## src/rtl/piso_serial_tx_pkg.sv

```systemverilog
// Shared definitions for the parallel-in serial-out transmitter: default width,
// FSM state encoding and the bit-counter width helper.
package piso_serial_tx_pkg;

  localparam int WIDTH_DEFAULT = 8;

  typedef enum logic [1:0] {
    ST_IDLE  = 2'd0,
    ST_SHIFT = 2'd1,
    ST_DONE  = 2'd2
  } state_e;

  // Counter must be able to hold the value WIDTH itself.
  function automatic int cnt_width(input int width);
    return $clog2(width + 1);
  endfunction

endpackage

```

## src/rtl/piso_serial_tx_bit_counter.sv

```systemverilog
// Bit counter for the serial transmitter: synchronous clear, count enable and
// a terminal-count flag raised while the count equals WIDTH-1.
module tx_bit_counter #(
  parameter int WIDTH = 8,
  parameter int CW    = 4
) (
  input  logic          clk,
  input  logic          rst,
  input  logic          clr,
  input  logic          en,
  output logic [CW-1:0] count,
  output logic          tc
);

  logic [CW-1:0] count_q;
  logic [CW-1:0] count_d;

  always_comb begin
    count_d = count_q;
    if (clr) begin
      count_d = '0;
    end else if (en) begin
      count_d = count_q + CW'(1);
    end
  end

  always_ff @(posedge clk) begin
    if (rst) begin
      count_q <= '0;
    end else begin
      count_q <= count_d;
    end
  end

  assign count = count_q;
  assign tc    = (count_q == CW'(WIDTH - 1));

endmodule

```

## src/rtl/piso_serial_tx.sv

```systemverilog
// Parallel-in serial-out transmitter feeding a shift register's serial input;
// one word per load handshake, one bit per clock, framed by frame_out.
//
// Handshake: a load is accepted at a posedge where load_valid && load_ready;
// load_ready is high only in IDLE, and load_valid while busy is dropped.
module piso_serial_tx
  import piso_serial_tx_pkg::*;
#(
  parameter  int WIDTH     = WIDTH_DEFAULT,
  parameter  bit LSB_FIRST = 1'b1,
  localparam int CW        = cnt_width(WIDTH)
) (
  input  logic             clk,
  input  logic             rst,
  input  logic [WIDTH-1:0] in_data,
  input  logic             load_valid,
  output logic             load_ready,
  output logic             serial_out,
  output logic             frame_out,
  output logic             done,
  output logic [CW-1:0]    bit_count,
  output logic [1:0]       state_dbg
);

  localparam int OUT_BIT = LSB_FIRST ? 0 : WIDTH - 1;

  state_e           state_q, state_d;
  logic [WIDTH-1:0] sreg_q, sreg_d;
  logic             load_ready_q, load_ready_d;
  logic             frame_q, frame_d;
  logic             done_q, done_d;
  logic             accept;
  logic             cnt_en;
  logic             cnt_tc;

  assign accept = (state_q == ST_IDLE) && load_valid;
  assign cnt_en = (state_q == ST_SHIFT);

  tx_bit_counter #(
    .WIDTH (WIDTH),
    .CW    (CW)
  ) u_bit_counter (
    .clk   (clk),
    .rst   (rst),
    .clr   (accept),
    .en    (cnt_en),
    .count (bit_count),
    .tc    (cnt_tc)
  );

  always_comb begin
    state_d      = state_q;
    sreg_d       = sreg_q;
    load_ready_d = load_ready_q;
    frame_d      = frame_q;
    done_d       = 1'b0;
    case (state_q)
      ST_IDLE: begin
        load_ready_d = 1'b1;
        frame_d      = 1'b0;
        if (load_valid) begin
          sreg_d       = in_data;
          state_d      = ST_SHIFT;
          load_ready_d = 1'b0;
          frame_d      = 1'b1;
        end
      end
      ST_SHIFT: begin
        sreg_d = LSB_FIRST ? (sreg_q >> 1) : (sreg_q << 1);
        if (cnt_tc) begin
          state_d      = ST_DONE;
          frame_d      = 1'b0;
          done_d       = 1'b1;
          load_ready_d = 1'b0;
        end
      end
      ST_DONE: begin
        state_d      = ST_IDLE;
        load_ready_d = 1'b1;
        frame_d      = 1'b0;
      end
      default: begin
        // Unused encoding 2'd3: fall back to a clean idle.
        state_d      = ST_IDLE;
        sreg_d       = '0;
        load_ready_d = 1'b1;
        frame_d      = 1'b0;
      end
    endcase
  end

  always_ff @(posedge clk) begin
    if (rst) begin
      state_q      <= ST_IDLE;
      sreg_q       <= '0;
      load_ready_q <= 1'b1;
      frame_q      <= 1'b0;
      done_q       <= 1'b0;
    end else begin
      state_q      <= state_d;
      sreg_q       <= sreg_d;
      load_ready_q <= load_ready_d;
      frame_q      <= frame_d;
      done_q       <= done_d;
    end
  end

  assign load_ready = load_ready_q;
  assign frame_out  = frame_q;
  assign done       = done_q;
  assign serial_out = frame_q & sreg_q[OUT_BIT];
  assign state_dbg  = state_q;

endmodule
```

## config.mk

```make
export PLATFORM = sky130hd
export DESIGN_NAME = piso_serial_tx
export DESIGN_NICKNAME = d
export VERILOG_FILES = /design/src/rtl/piso_serial_tx_pkg.sv /design/src/rtl/piso_serial_tx_bit_counter.sv /design/src/rtl/piso_serial_tx.sv
export SDC_FILE = /design/constraint.sdc
export NUM_CORES = 1
export LEC_CHECK = 0
export BUFFER_PORTS_ARGS = -buffer_cell sky130_fd_sc_hd__buf_2
export CAP_MARGIN = 5
export CELL_PAD_IN_SITES_DETAIL_PLACEMENT = 1
export CELL_PAD_IN_SITES_GLOBAL_PLACEMENT = 2
export CORE_ASPECT_RATIO = 0.75
export CORE_MARGIN = 3
export CORE_UTILIZATION = 31
export DETAILED_ROUTE_END_ITERATION = 8
export GPL_TIMING_DRIVEN = 0
export PLACE_DENSITY = 0.9
export SYNTH_ARGS = -nofsm -noshare
export SYNTH_HDL_FRONTEND = slang
export SYNTH_SLANG_ARGS = --single-unit
```

## constraint.sdc

```tcl
create_clock -name clk -period 2.2 [get_ports clk]
set_input_delay 0.11 -clock clk [delete_from_list [all_inputs] [get_ports clk]]
set_output_delay 0.11 -clock clk [all_outputs]
set_load 0.05 [all_outputs]
```

==> metrics.yaml <==
routing:
  dr.first_iter.drc_count: 8
  wl_per_cell_um: 14.2
  drtAntennaViolNets: 0
  vias: 632
  drt-total-wl_um: 1710
  drc: 0
  via_per_inst: 5.27
  dr.pass1.iters: 4
timing:
  finalHoldViolCount: 0
  min_period_ns: 1.24
  slew_viol_final: 0
  fin_worst_skew_ns: 0.00339
  fmax_ghz: 0.808
  finalSetupViolations: 0
  worst_pin_slew_ns: 0.463
  finalCritPeriodShare_pct: 56.3
  rsz0062_at_grt: "no"
  relSlewSlack_pct: 68.9
  totalNegativeSetupSlack_ns: 0
layout:
  synthToLayoutAreaGrowth_pct: 21.9
  fin_area_um2: 878
  final_cell_mix: "buf_2 (22), dfxtp_1 (17), mux2i_1 (7)"
  fin_cells: 120
  drive_above_1_share_pct: 32.3
  nNetsFinal: 109
  diodes: 0
  nFillCells: 262
  layout.cells.most_common: "buf_2"
setup_path:
  cp.depth: 3
  path_buf_inv: 0
  crit_fanout: 8
  slowest_delay_ns: 0.40
  end_kind: "flop"
  cp_slowest_cell: "dfxtp_1"
  crit_family: "compound AO/OA/AOI/OAI gates"
  path_cells: "nor2_1 -> o21ai_1 -> a31o_2"
  crit_type: "reg2reg"
  worstPathArrival_ns: 1.43
  start_kind: "flop"
  cp.required_ns: 2.39
  r2r_cells: 3
logic_synthesis:
  syn-instance-count: 72
  ys_ff_latch: 17
  synth_warnings: 0
  avgSynthCellArea_um2: 10.0
  ys_top_cells_by_area: "dfxtp_1 (47%), mux2i_1 (9.7%), o2bb2ai_1 (6.1%)"
  synth_fp_nets: 84
  ys_types: 26
  netlist_area_um2: 721
  synth_top_cell_area_share_pct: 47.2
  ys_seq_area_share_pct: 47.2
  synth.largest_area_cell: "dfxtp_1"
worst_hold_path:
  min_path_cells: 3
  hp-class: "in2reg"
floorplanning:
  die_h_um: 47.8
  coreArea_um2: 2100
  die_w_um: 61.7
  dieArea_um2: 2950
  initial_utilization_pct: 34.3
  placementRows: 14
  ios: 21
placed_design:
  place_area_um2: 851
  dp.cells: 116
  gp_congestion: 0.710
  portBuffers: 20
  hpwlAfterDp_um: 1260
clock_tree:
  htree_levels: 1
  post-cts-setup-buffer-count: 0
  cts_tree: "done"
  post_cts_resized: 0
  clock_sinks: 17
  root_buffer: "clkbuf_4"
  path_clk_slew_ns: 0.10
  clkLatencyLatePin_ns: 0.29
  clock_path_buffers: 2
  cts-buffers-inserted: 3
  cts_hold_buf: 0
power:
  power_density_nw_per_um2: 691
  ir_drop_v: 0.000437
  leakage_nw: 0.373
global_routing:
  grt_max_degree: 11
  antenna_found_initial: 0
  grt_pass1_vias: 609
  grt_pass1_wl_um: 2900
  grt_usage_pct: 13.6
  overflow: 0
outcome:
  status: "finished, final reports clean"
job:
  drv_cap: 0
## cells in the mapped netlist
| cell type | n |
|---|---|
| a21oi_1 | 2 |
| a22o_1 | 2 |
| a22oi_1 | 1 |
| a31o_2 | 1 |
| a31oi_1 | 2 |
| and2_1 | 1 |
| buf_2 | 2 |
| buf_4 | 1 |
| dfxtp_1 | 17 |
| ha_1 | 1 |
| mux2i_1 | 7 |
| nand2_1 | 6 |
| nand2b_4 | 1 |
| nand3_1 | 2 |
| nand3b_1 | 1 |
| nor2_1 | 5 |
| nor2b_1 | 2 |
| nor2b_2 | 1 |
| nor3_1 | 3 |
| nor3_4 | 1 |
| nor3b_1 | 2 |
| o21ai_0 | 3 |
| o21ai_1 | 1 |
| o21bai_1 | 1 |
| o2bb2ai_1 | 5 |
| or3_1 | 1 |
## final timing paths
path                              startpoint         end  slack, ns
worst max-delay path            state_dbg[1]  load_ready       0.96
worst min-delay path              in_data[5]   sreg_q[5]       0.09
worst max register to register  state_dbg[1]  load_ready       0.96
worst min register to register     sreg_q[0]   sreg_q[0]       0.47
## worst min-delay path, cell delays in order
cell and delay [ns]:
buf_2 0.07, mux2i_1 0.05, o2bb2ai_1 0.11
## where the power goes
part           internal [W]  total, W  switching (W)
registers          0.000325  0.000335      0.0000103
clock network     0.0000676  0.000166      0.0000984
logic             0.0000388  0.000106      0.0000672
total              0.000431  0.000607       0.000176
## state kept, by name, indices dropped and copies added, names as in the netlist
| name | count |
|---|---|
| sreg_q | 8 |
| done | 1 |
| state_dbg | 2 |
| u_bit_counter.count | 4 |
| load_ready | 1 |
| frame_out | 1 |
## stage by stage
step	hold WS, ns	total power, W	setup slack, ns	utilization [%]
floorplan	0.285	0.000417	0.718	-
global placement	0.375	0.000446	0.967	40.5
detailed placement	0.390	0.000448	0.983	40.5
CTS	0.0815	0.000615	0.968	41.8
global route	0.0922	0.000646	0.851	41.8
finish	0.0860	0.000607	0.962	41.8
## layout make-up
cell class / instances / area [um^2] / share of cell area [%]
Timing Repair Buffer: 20 / 100 / 11.4
Multi-Input combinational cell: 52 / 363 / 41.3
Sequential cell: 17 / 340 / 38.7
Clock inverter: 1 / 5.00 / 0.570
Buffer: 3 / 17.5 / 1.99
Tap cell: 24 / 30.0 / 3.42
Clock buffer: 3 / 22.5 / 2.56
## logic make-up after synthesis
logic type                 count (synthesis)  share of synthesized area, %
and+or+nand+nor                           26                          21.2
AOI/OAI and AO/OA                         18                          17.7
DFF                                       17                          47.2
muxes                                      7                          9.72
buffers and inverters                      3                          2.43
adders and majority gates                  1                          1.74
## metal layers
layer	vias to the layer above	track usage (%)	wire (um)
li1	313	-	-
met1	306	18.4	849
met2	13	21.9	801
met3	0	3.23	55
met4	0	3.81	0
met5	-	0	0
(Power assumes the default switching activity.)
